### config.mk
export PLATFORM = sky130hd
export DESIGN_NAME = pipe_hazard_ctrl
export DESIGN_NICKNAME = d
export VERILOG_FILES = /design/src/rtl/pipe_pkg.sv /design/src/rtl/hazard_detect.sv /design/src/rtl/pipe_hazard_ctrl.sv
export SDC_FILE = /design/constraint.sdc
export NUM_CORES = 1
export LEC_CHECK = 0
export ABC_CLOCK_PERIOD_IN_PS = 1900
export CORE_ASPECT_RATIO = 1.1
export CORE_MARGIN = 2
export CORE_UTILIZATION = 41
export DETAILED_ROUTE_END_ITERATION = 10
export PLACE_DENSITY = 0.76
export SYNTH_ARGS = -nofsm -noshare
export SYNTH_HDL_FRONTEND = slang
export SYNTH_SLANG_ARGS = --single-unit
### constraint.sdc
create_clock -name clk -period 1.9 [get_ports clk]
set_clock_uncertainty 0.05 [all_clocks]
set_input_delay 0.19 -clock clk [delete_from_list [all_inputs] [get_ports clk]]
set_output_delay 0.19 -clock clk [all_outputs]
set_load 0.02 [all_outputs]
### src/rtl/pipe_pkg.sv
// Shared types for the pipeline hazard controller: FSM states and the
// per-stage {we, flush} control bundle.
package pipe_pkg;

   localparam int REG_ADDR_W_DEF = 5;

   typedef enum logic [1:0] {
      RUN      = 2'd0,
      MEM_WAIT = 2'd1,
      HALT     = 2'd2
   } fsm_t;

   typedef struct packed {
      logic we;
      logic flush;
   } stage_ctl_t;

   localparam stage_ctl_t STAGE_ADV    = '{we: 1'b1, flush: 1'b0};
   localparam stage_ctl_t STAGE_HOLD   = '{we: 1'b0, flush: 1'b0};
   localparam stage_ctl_t STAGE_BUBBLE = '{we: 1'b1, flush: 1'b1};

endpackage

### src/rtl/hazard_detect.sv
// Load-use comparator: the load in EX targets a register the ID instruction reads.
module hazard_detect
   import pipe_pkg::*;
#(
   parameter int REG_ADDR_W = REG_ADDR_W_DEF
) (
   input  logic [REG_ADDR_W-1:0] id_rs,
   input  logic [REG_ADDR_W-1:0] id_rt,
   input  logic                  id_uses_rt,
   input  logic                  ex_memread,
   input  logic [REG_ADDR_W-1:0] ex_rt,
   output logic                  load_use
);

   // A load into r0 produces nothing to wait for.
   assign load_use = ex_memread && (ex_rt != '0) &&
                     ((ex_rt == id_rs) || (id_uses_rt && (ex_rt == id_rt)));

endmodule

### src/rtl/pipe_hazard_ctrl.sv
// Pipeline sequencing controller: per-stage enables/flushes for load-use
// stalls, branch/jump squashes and variable-latency data-memory waits.
module pipe_hazard_ctrl
   import pipe_pkg::*;
#(
   parameter int REG_ADDR_W  = REG_ADDR_W_DEF,
   parameter int MEM_TIMEOUT = 16,
   parameter int CNT_W       = 16
) (
   input  logic                  clk,
   input  logic                  rst_n,
   input  logic [REG_ADDR_W-1:0] id_rs,
   input  logic [REG_ADDR_W-1:0] id_rt,
   input  logic                  id_uses_rt,
   input  logic                  ex_memread,
   input  logic [REG_ADDR_W-1:0] ex_rt,
   input  logic                  mem_branch,
   input  logic                  mem_zero,
   input  logic                  mem_jump,
   input  logic                  mem_access,
   input  logic                  dmem_ack,
   output logic                  pc_we,
   output logic                  pc_redirect,
   output logic                  ifid_we,
   output logic                  idex_we,
   output logic                  exmem_we,
   output logic                  ifid_flush,
   output logic                  idex_flush,
   output logic                  exmem_flush,
   output logic                  memwb_flush,
   output logic                  mem_err,
   output logic [CNT_W-1:0]      stall_count
);

   localparam int               WAIT_W    = $clog2(MEM_TIMEOUT + 1);
   localparam logic [WAIT_W-1:0] TIMEOUT_V = WAIT_W'(MEM_TIMEOUT);

   fsm_t              state_q, state_d;
   logic [WAIT_W-1:0] wait_q, wait_d;
   logic              mem_err_q, mem_err_d;
   logic [CNT_W-1:0]  stall_q, stall_d;
   logic              lu_blk_q, lu_blk_d;

   logic       load_use;
   logic       redirect;
   logic       mem_stall;
   logic       stall_cyc;
   logic       pc_we_c, pc_redirect_c, memwb_flush_c;
   stage_ctl_t ifid_c, idex_c, exmem_c;

   hazard_detect #(
      .REG_ADDR_W (REG_ADDR_W)
   ) u_hazard_detect (
      .id_rs      (id_rs),
      .id_rt      (id_rt),
      .id_uses_rt (id_uses_rt),
      .ex_memread (ex_memread),
      .ex_rt      (ex_rt),
      .load_use   (load_use)
   );

   assign redirect  = (mem_branch && mem_zero) || mem_jump;
   assign mem_stall = mem_access && !dmem_ack;

   always_comb begin
      state_d       = state_q;
      wait_d        = wait_q;
      mem_err_d     = mem_err_q;
      lu_blk_d      = 1'b0;
      stall_cyc     = 1'b0;
      pc_we_c       = 1'b1;
      pc_redirect_c = 1'b0;
      ifid_c        = STAGE_ADV;
      idex_c        = STAGE_ADV;
      exmem_c       = STAGE_ADV;
      memwb_flush_c = 1'b0;

      unique case (state_q)
         RUN: begin
            if (mem_stall) begin
               pc_we_c       = 1'b0;
               ifid_c        = STAGE_HOLD;
               idex_c        = STAGE_HOLD;
               exmem_c       = STAGE_HOLD;
               memwb_flush_c = 1'b1;
               stall_cyc     = 1'b1;
               wait_d        = WAIT_W'(1);
               state_d       = MEM_WAIT;
            end else if (!mem_access && redirect) begin
               pc_redirect_c = 1'b1;
               ifid_c        = STAGE_BUBBLE;
               idex_c        = STAGE_BUBBLE;
               exmem_c       = STAGE_BUBBLE;
            end else if (load_use && !lu_blk_q) begin
               // One bubble only: the stalled instruction must not re-trigger next cycle.
               pc_we_c   = 1'b0;
               ifid_c    = STAGE_HOLD;
               idex_c    = STAGE_BUBBLE;
               lu_blk_d  = 1'b1;
               stall_cyc = 1'b1;
            end
         end
         MEM_WAIT: begin
            if (dmem_ack) begin
               wait_d  = '0;
               state_d = RUN;
            end else begin
               pc_we_c       = 1'b0;
               ifid_c        = STAGE_HOLD;
               idex_c        = STAGE_HOLD;
               exmem_c       = STAGE_HOLD;
               memwb_flush_c = 1'b1;
               stall_cyc     = 1'b1;
               wait_d        = wait_q + 1'b1;
               if (wait_d == TIMEOUT_V) begin
                  mem_err_d = 1'b1;
                  state_d   = HALT;
               end
            end
         end
         HALT: begin
            pc_we_c   = 1'b0;
            ifid_c    = STAGE_HOLD;
            idex_c    = STAGE_HOLD;
            exmem_c   = STAGE_HOLD;
            stall_cyc = 1'b1;
         end
         default: state_d = RUN;
      endcase

      // Everything is squashed while reset is held.
      if (!rst_n) begin
         pc_we_c       = 1'b0;
         pc_redirect_c = 1'b0;
         ifid_c        = '{we: 1'b0, flush: 1'b1};
         idex_c        = '{we: 1'b0, flush: 1'b1};
         exmem_c       = '{we: 1'b0, flush: 1'b1};
         memwb_flush_c = 1'b1;
      end

      stall_d = stall_q;
      if (stall_cyc && (stall_q != '1)) stall_d = stall_q + 1'b1;
   end

   always_ff @(posedge clk) begin
      if (!rst_n) begin
         state_q   <= RUN;
         wait_q    <= '0;
         mem_err_q <= 1'b0;
         stall_q   <= '0;
         lu_blk_q  <= 1'b0;
      end else begin
         state_q   <= state_d;
         wait_q    <= wait_d;
         mem_err_q <= mem_err_d;
         stall_q   <= stall_d;
         lu_blk_q  <= lu_blk_d;
      end
   end

   assign pc_we       = pc_we_c;
   assign pc_redirect = pc_redirect_c;
   assign ifid_we     = ifid_c.we;
   assign idex_we     = idex_c.we;
   assign exmem_we    = exmem_c.we;
   assign ifid_flush  = ifid_c.flush;
   assign idex_flush  = idex_c.flush;
   assign exmem_flush = exmem_c.flush;
   assign memwb_flush = memwb_flush_c;
   assign mem_err     = mem_err_q;
   assign stall_count = stall_q;

endmodule

==> flow_summary.ini, run 1 <==
[critical_path]
timing.rr.start = lu_blk_q
path_class = register to register
cp_data_required_time_ns = 2.06
start_kind = register
crit_arrival_ns = 2.13
cp-end-kind = register
r2r_end = stall_count[15]
critPathMaxFanout = 5
r2r_setup_slack_ns = -0.06
rr_worst_depth = 7

[cts]
htreeDepth = 1
cts-root-buf = clkbuf_8
insertion_delay_ns = 0.27
cts.clk_slew.worst_paths_ns = 0.09
cts_buffers = 3
cts_buffer_depth = 2
cts_tree = yes
cts.sinks = 25

[synthesis]
synth_area_mm2 = 0.00151
yosysTopAreaCell = dfxtp_1
synthCells = 187
synth-edff-count = 0
ys_types = 45
yosysWarnings = 0
ys_seq_area_share_pct = 33.1
synthFlopType = dfxtp_1
ys_seq_elements = 25
async_reset_ff_share_pct = 0
synthTopCellsByArea = dfxtp_1, xor2_1, or4_1
syn_area_per_cell_um2 = 8.10
synth_top_area_share_pct = 33.1
syn_nets = 213

[floorplan]
coreArea_mm2 = 0.00360
io-pin-count = 50
dieWidth_um = 61.9
rows = 23
fp.dieH_um = 67.7
dieArea_mm2 = 0.00420
initial_core_util_pct = 42.1

[global_route]
grt_overflow = 0
grt_pass1_wl_mm = 7.57
first_global_vias = 1704
grt_usage_pct = 23.9
grt_max_degree = 23
grt_antenna_before_repair = 0

[final_layout]
antenna-diode-count = 0
final_util_pct = 72.0
area_delta_synth_final_pct = 71.2
nets = 305
drive_gt1_share_pct = 38.5

[timing]
slew_headroom_pct = 70.0
rsz0062_at_grt = yes
worst_slack_ns = -0.0621
finalHoldWorstSlack_ns = 0.357
setup_violations = 7
fin_crit_sh_pct = 103
period_minus_slack_ns = 1.96
max_freq_ghz = 0.510
setup_tns_ns = -0.180
worst_pin_slew_ns = 0.445
drv_slew = 0
report.final.hold_viol_count = 0

[placement]
preCtsSetupSlack_ns = -0.910
dp_hpwl_mm = 3.12
portBuffers = 49
gp_congestion = 0.799

[status]
violations = negative setup slack
outcome = finished with violations

[power]
p_leak_nw = 1.02
power_density_mw_per_mm2 = 443
ir_drop_mv = 0.319

[hold_path]
hp-start = mem_access
hold_depth = 4
hold_path.class = primary input to register
worst_hold_path.endpoint = lu_blk_q

[run]
maxCapViolCount = 0

[routing]
routed_wl_mm = 4.90
postRouteAntennaNets = 0
routed_via_density = 5.48
vias = 1799
drc_errors = 0
drt_pre_antenna_iters = 4
wl_per_cell_um = 14.9
drtIter0Drc = 177
[state kept, by name, indices dropped and copies added, names as in the netlist]
register	count
wait_q	5
state_q	2
stall_count	16
mem_err	1
lu_blk_q	1
[cell type report]
cell class	instances	area, µm²
Multi-Input combinational cell	151	1120
Fill cell	265	1010
Timing Repair Buffer	94	822
Sequential cell	25	523
Tap cell	50	62.6
Clock buffer	3	41.3
Inverter	4	15.0
Clock inverter	1	5.00
[per-layer routing]
layer	up-vias	wire length, µm	track usage, %
li1	876	-	-
met3	12	232	1.92
met1	844	1970	28.9
met5	-	0	0
met2	67	2590	43.1
met4	0	99	8.24
[synthesized netlist by cell type (2+ instances only)]
library cell  instances
o31ai_1               8
or3b_1                2
nor2_1               15
or4_1                10
clkbuf_1              3
nor4_1                4
or2_2                 2
nand3b_1              2
xor2_1                9
a21oi_1              14
nor3_1                6
nand3_1               8
nor2b_1               3
buf_4                 4
nand2b_1              5
o21ai_0               6
buf_2                 2
dfxtp_1              25
nand4_1               3
or3_1                 4
nand2_1              17
mux2i_1               4
ha_1                  2
inv_1                 4
o21a_1                5
[worst max-delay path by stage]
| stage | depth (start not counted) | start | slack, ns | end |
|---|---|---|---|---|
| 6_report | 7 | lu_blk_q | -0.06 | stall_count[15] |
| 5_1_grt | 9 | state_q[1] | -0.11 | stall_count[3] |
| 3_3_place_gp | 8 | ex_rt[4] | -0.91 | idex_flush |
| 3_5_place_dp | 8 | ex_rt[4] | -0.91 | idex_flush |
| 4_1_cts | 7 | id_rt[1] | -0.21 | idex_flush |
| 2_1_floorplan | 6 | ex_rt[4] | -0.001 | idex_flush |
[where the power goes]
group | internal (mW) | switching, mW | total, mW
clock | 0.147 | 0.184 | 0.331
sequential | 0.525 | 0.00557 | 0.530
combinational | 0.146 | 0.141 | 0.287
total | 0.818 | 0.330 | 1.15
[layout by cell type (no fill, tap or decap), drive strengths merged, types with 2 or more instances in the layout]
master	synthesis	final
buf	7	51
dfxtp	25	25
clkdlybuf4s50	0	19
nand2	17	17
a21oi	15	15
nor2	15	15
dlygate4sd2	0	13
or4	10	10
clkbuf	3	10
xor2	9	9
nand3	9	9
o21a	6	9
o31ai	8	8
o21ai	7	7
nor3	7	7
nand2b	5	5
nor4	5	5
inv	4	4
mux2i	4	4
dlymetal6s2s	0	4
or3	4	4
nand4	3	3
nor2b	3	3
nand3b	2	2
ha	2	2
or2	2	2
or3b	2	2
[repair_timing]
action                                  in CTS  in global routing
pin swaps                                   30                 19
hold buffers                                 0                  0
endpoints found under the setup margin      25                 20
resized for setup                           77                 36
cloned                                       3                  0
setup buffers                                9                  5
[per-stage QoR]
step / area, µm² / power [mW] / std cells
after floorplan: 1550 / 0.654 / 187
after global placement: 2300 / 0.780 / 309
after detailed placement: 2300 / 0.784 / 309
after CTS: 2500 / 1.14 / 324
after global routing: 2590 / 1.19 / 328
final: 2590 / 1.15 / 328
[kinds of logic after synthesis]
family | count (synthesis) | share of synthesized area (%)
buf+inv | 14 | 5.12
mux | 4 | 2.64
fa+ha+maj | 2 | 1.65
compound gates | 45 | 19.6
simple gates | 87 | 32.1
flops | 25 | 33.1
xor+xnor | 10 | 5.79
[worst max-delay path, cell delays in order, from the launching register on]
cell	delay, ns
dfxtp_2	0.32
nor2b_2	0.10
o21ai_2	0.07
or3b_4	0.41
buf_6	0.14
o21a_4	0.21
or4_1	0.47
a21oi_1	0.12
(Power assumes the default switching activity.)
==> run 2, diff against run 1 <==
--- a/config.mk
+++ b/config.mk
@@ -6,6 +6,7 @@
 export NUM_CORES = 1
 export LEC_CHECK = 0
 export ABC_CLOCK_PERIOD_IN_PS = 1900
+export CAP_MARGIN = 40
 export CORE_ASPECT_RATIO = 1.1
 export CORE_MARGIN = 2
 export CORE_UTILIZATION = 41
==> results of run 2 <==
Final layout, timing and power as in run 1 (identical DEF).
==> run 3, diff against run 2 <==
--- a/config.mk
+++ b/config.mk
@@ -12,6 +12,7 @@
 export CORE_UTILIZATION = 41
 export DETAILED_ROUTE_END_ITERATION = 10
 export PLACE_DENSITY = 0.76
+export SKIP_LAST_GASP = 1
 export SYNTH_ARGS = -nofsm -noshare
 export SYNTH_HDL_FRONTEND = slang
 export SYNTH_SLANG_ARGS = --single-unit
==> constraint.sdc (replaced) <==
create_clock -name clk -period 1.9 [get_ports clk]
set_clock_uncertainty 0.05 [all_clocks]
set_input_delay 0.38 -clock clk [delete_from_list [all_inputs] [get_ports clk]]
set_output_delay 0.38 -clock clk [all_outputs]
set_load 0.02 [all_outputs]
==> run 3 against run 2 <==
Effect of this change: the run still ends with negative setup slack left; flip-flop and latch count unchanged; die area unchanged; sequential share of layout area decreased by 1.2 points; fmax decreased by 13%; non-clock buffer count unchanged; clock-buffer cell count increased by 1; hold slack improved by 0.064 ns; critical path type is now primary input to primary output; largest cell class unchanged.
==> flow_summary.ini, run 3 (synthesis results as in run 1) <==
[final_layout]
drive_gt1_share_pct = 47.5
area_delta_synth_final_pct = 81.1
multi_input_area_mm2 = 0.00126
regArea_um2 = 522
finish.cell_count_without_fillers = 328
antenna-diode-count = 0
nets = 305
fillers = 238
final_util_pct = 76.2
mostFrequentLayoutCell = buf_4
final_area_mm2 = 0.00274
layout_common_cells = buf_4, buf_6, clkdlybuf4s50_1, nand2_1, dfxtp_1
largest_reg_flops = 16

[critical_path]
cp-end-kind = primary output
cp_data_required_time_ns = 1.47
slowest_delay_ns = 0.26
crit_chain = buf_6, xor2_1, nor4_2, a32oi_1, or2_4, nor2b_4, o41ai_4, buf_4
start_kind = primary input
path_class = primary input to primary output
critPathMaxFanout = 3
cp_slowest_cell = or2_4
crit_arrival_ns = 1.84

[placement]
preCtsSetupSlack_ns = -1.30
dp.cells = 311
portBuffers = 49
placed_cell_area_mm2 = 0.00236
gp_congestion = 0.798
dp_hpwl_mm = 3.09

[routing]
vias = 1827
wl_per_cell_um = 16.0
routed_via_density = 5.57
routed_wl_mm = 5.25
drc_errors = 0
drt_pre_antenna_iters = 4
postRouteAntennaNets = 0
drtIter0Drc = 97

[cts]
insertion_delay_ns = 0.26
cts_buffers = 3
cts_tree = yes
cts-root-buf = clkbuf_8
cts.sinks = 25
cts_buffer_depth = 2
hold_buffers = 0
cts.clk_slew.worst_paths_ns = 0.09
htreeDepth = 1

[global_route]
grt_pass1_wl_mm = 7.62
first_global_vias = 1708
grt_overflow = 0
grt_usage_pct = 24.5
grt_max_degree = 16
grt_antenna_before_repair = 0

[power]
power_density_mw_per_mm2 = 424
p_leak_nw = 1.02
totalPowerFinal_mw = 1.16
ir_drop_mv = 0.424

[floorplan]
rows = 23
fp.dieH_um = 67.7
dieArea_mm2 = 0.00420
dieWidth_um = 61.9
coreArea_mm2 = 0.00360
initial_core_util_pct = 42.1
io-pin-count = 50

[status]
violations = negative setup slack
outcome = finished with violations

[timing]
finalHoldWorstSlack_ns = 0.421
period_minus_slack_ns = 2.27
report.final.hold_viol_count = 0
worst_pin_slew_ns = 0.476
fin_crit_sh_pct = 119
drv_slew = 0
slew_headroom_pct = 67.9
setup_violations = 16
worst_slack_ns = -0.365
rsz0062_at_grt = yes
setup_tns_ns = -2.04
max_freq_ghz = 0.441

[hold_path]
hold_path.class = register to register

[run]
maxCapViolCount = 0
-- run 3: changes by cell type in the layout (fill, tap and decap cells not counted), sizes merged, moves of 3 or more --
cell	change
clkdlybuf4s15	+5
dlygate4sd2	-5
buf	+9
clkbuf	-3
dlymetal6s2s	-4
-- run 3: what timing repair did --
action | CTS | global route
endpoints found under the hold margin | 0 | 0
cloned | 3 | 0
buffers inserted | 14 | 2
setup endpoints to repair | 25 | 24
pin swaps | 36 | 15
resized for setup | 139 | 35
-- run 3: worst max-delay path: cells and delay by family --
family,cells,cell delay (ns)
AOI/OAI and AO/OA,2,0.35
xor gates and xnor gates,1,0.18
buffers and inverters,2,0.29
and+or+nand+nor,3,0.63
-- run 3: path summary, 6_finish.rpt --
| kind | start | end | slack [ns] | cells after the start |
|---|---|---|---|---|
| hold / removal | wait_q[4] | wait_q[4] | 0.42 | 1 |
| hold reg to reg | wait_q[4] | wait_q[4] | 0.42 | 1 |
| setup / recovery | ex_rt[2] | idex_flush | -0.37 | 8 |
| setup reg to reg | state_q[0] | stall_count[12] | -0.19 | 7 |
-- run 3: area by class of cell --
cell class / instances / area share (%)
Sequential cell: 25 / 19.0
Timing Repair Buffer: 94 / 30.6
Multi-Input combinational cell: 151 / 45.9
Clock buffer: 4 / 1.64
Inverter: 4 / 0.548
Tap cell: 50 / 2.28
-- run 3: metal layers --
layer / part of all wire (%) / track usage [%]
met3: 6.1 / 2.87
met5: 0 / 0
met4: 1.6 / 9.31
met2: 53 / 43.1
met1: 39 / 29.6
-- run 3: power breakdown --
part | internal (mW) | switching (mW) | total, mW
combinational | 0.161 | 0.155 | 0.316
sequential | 0.525 | 0.00504 | 0.530
clock | 0.150 | 0.168 | 0.318
total | 0.835 | 0.328 | 1.16
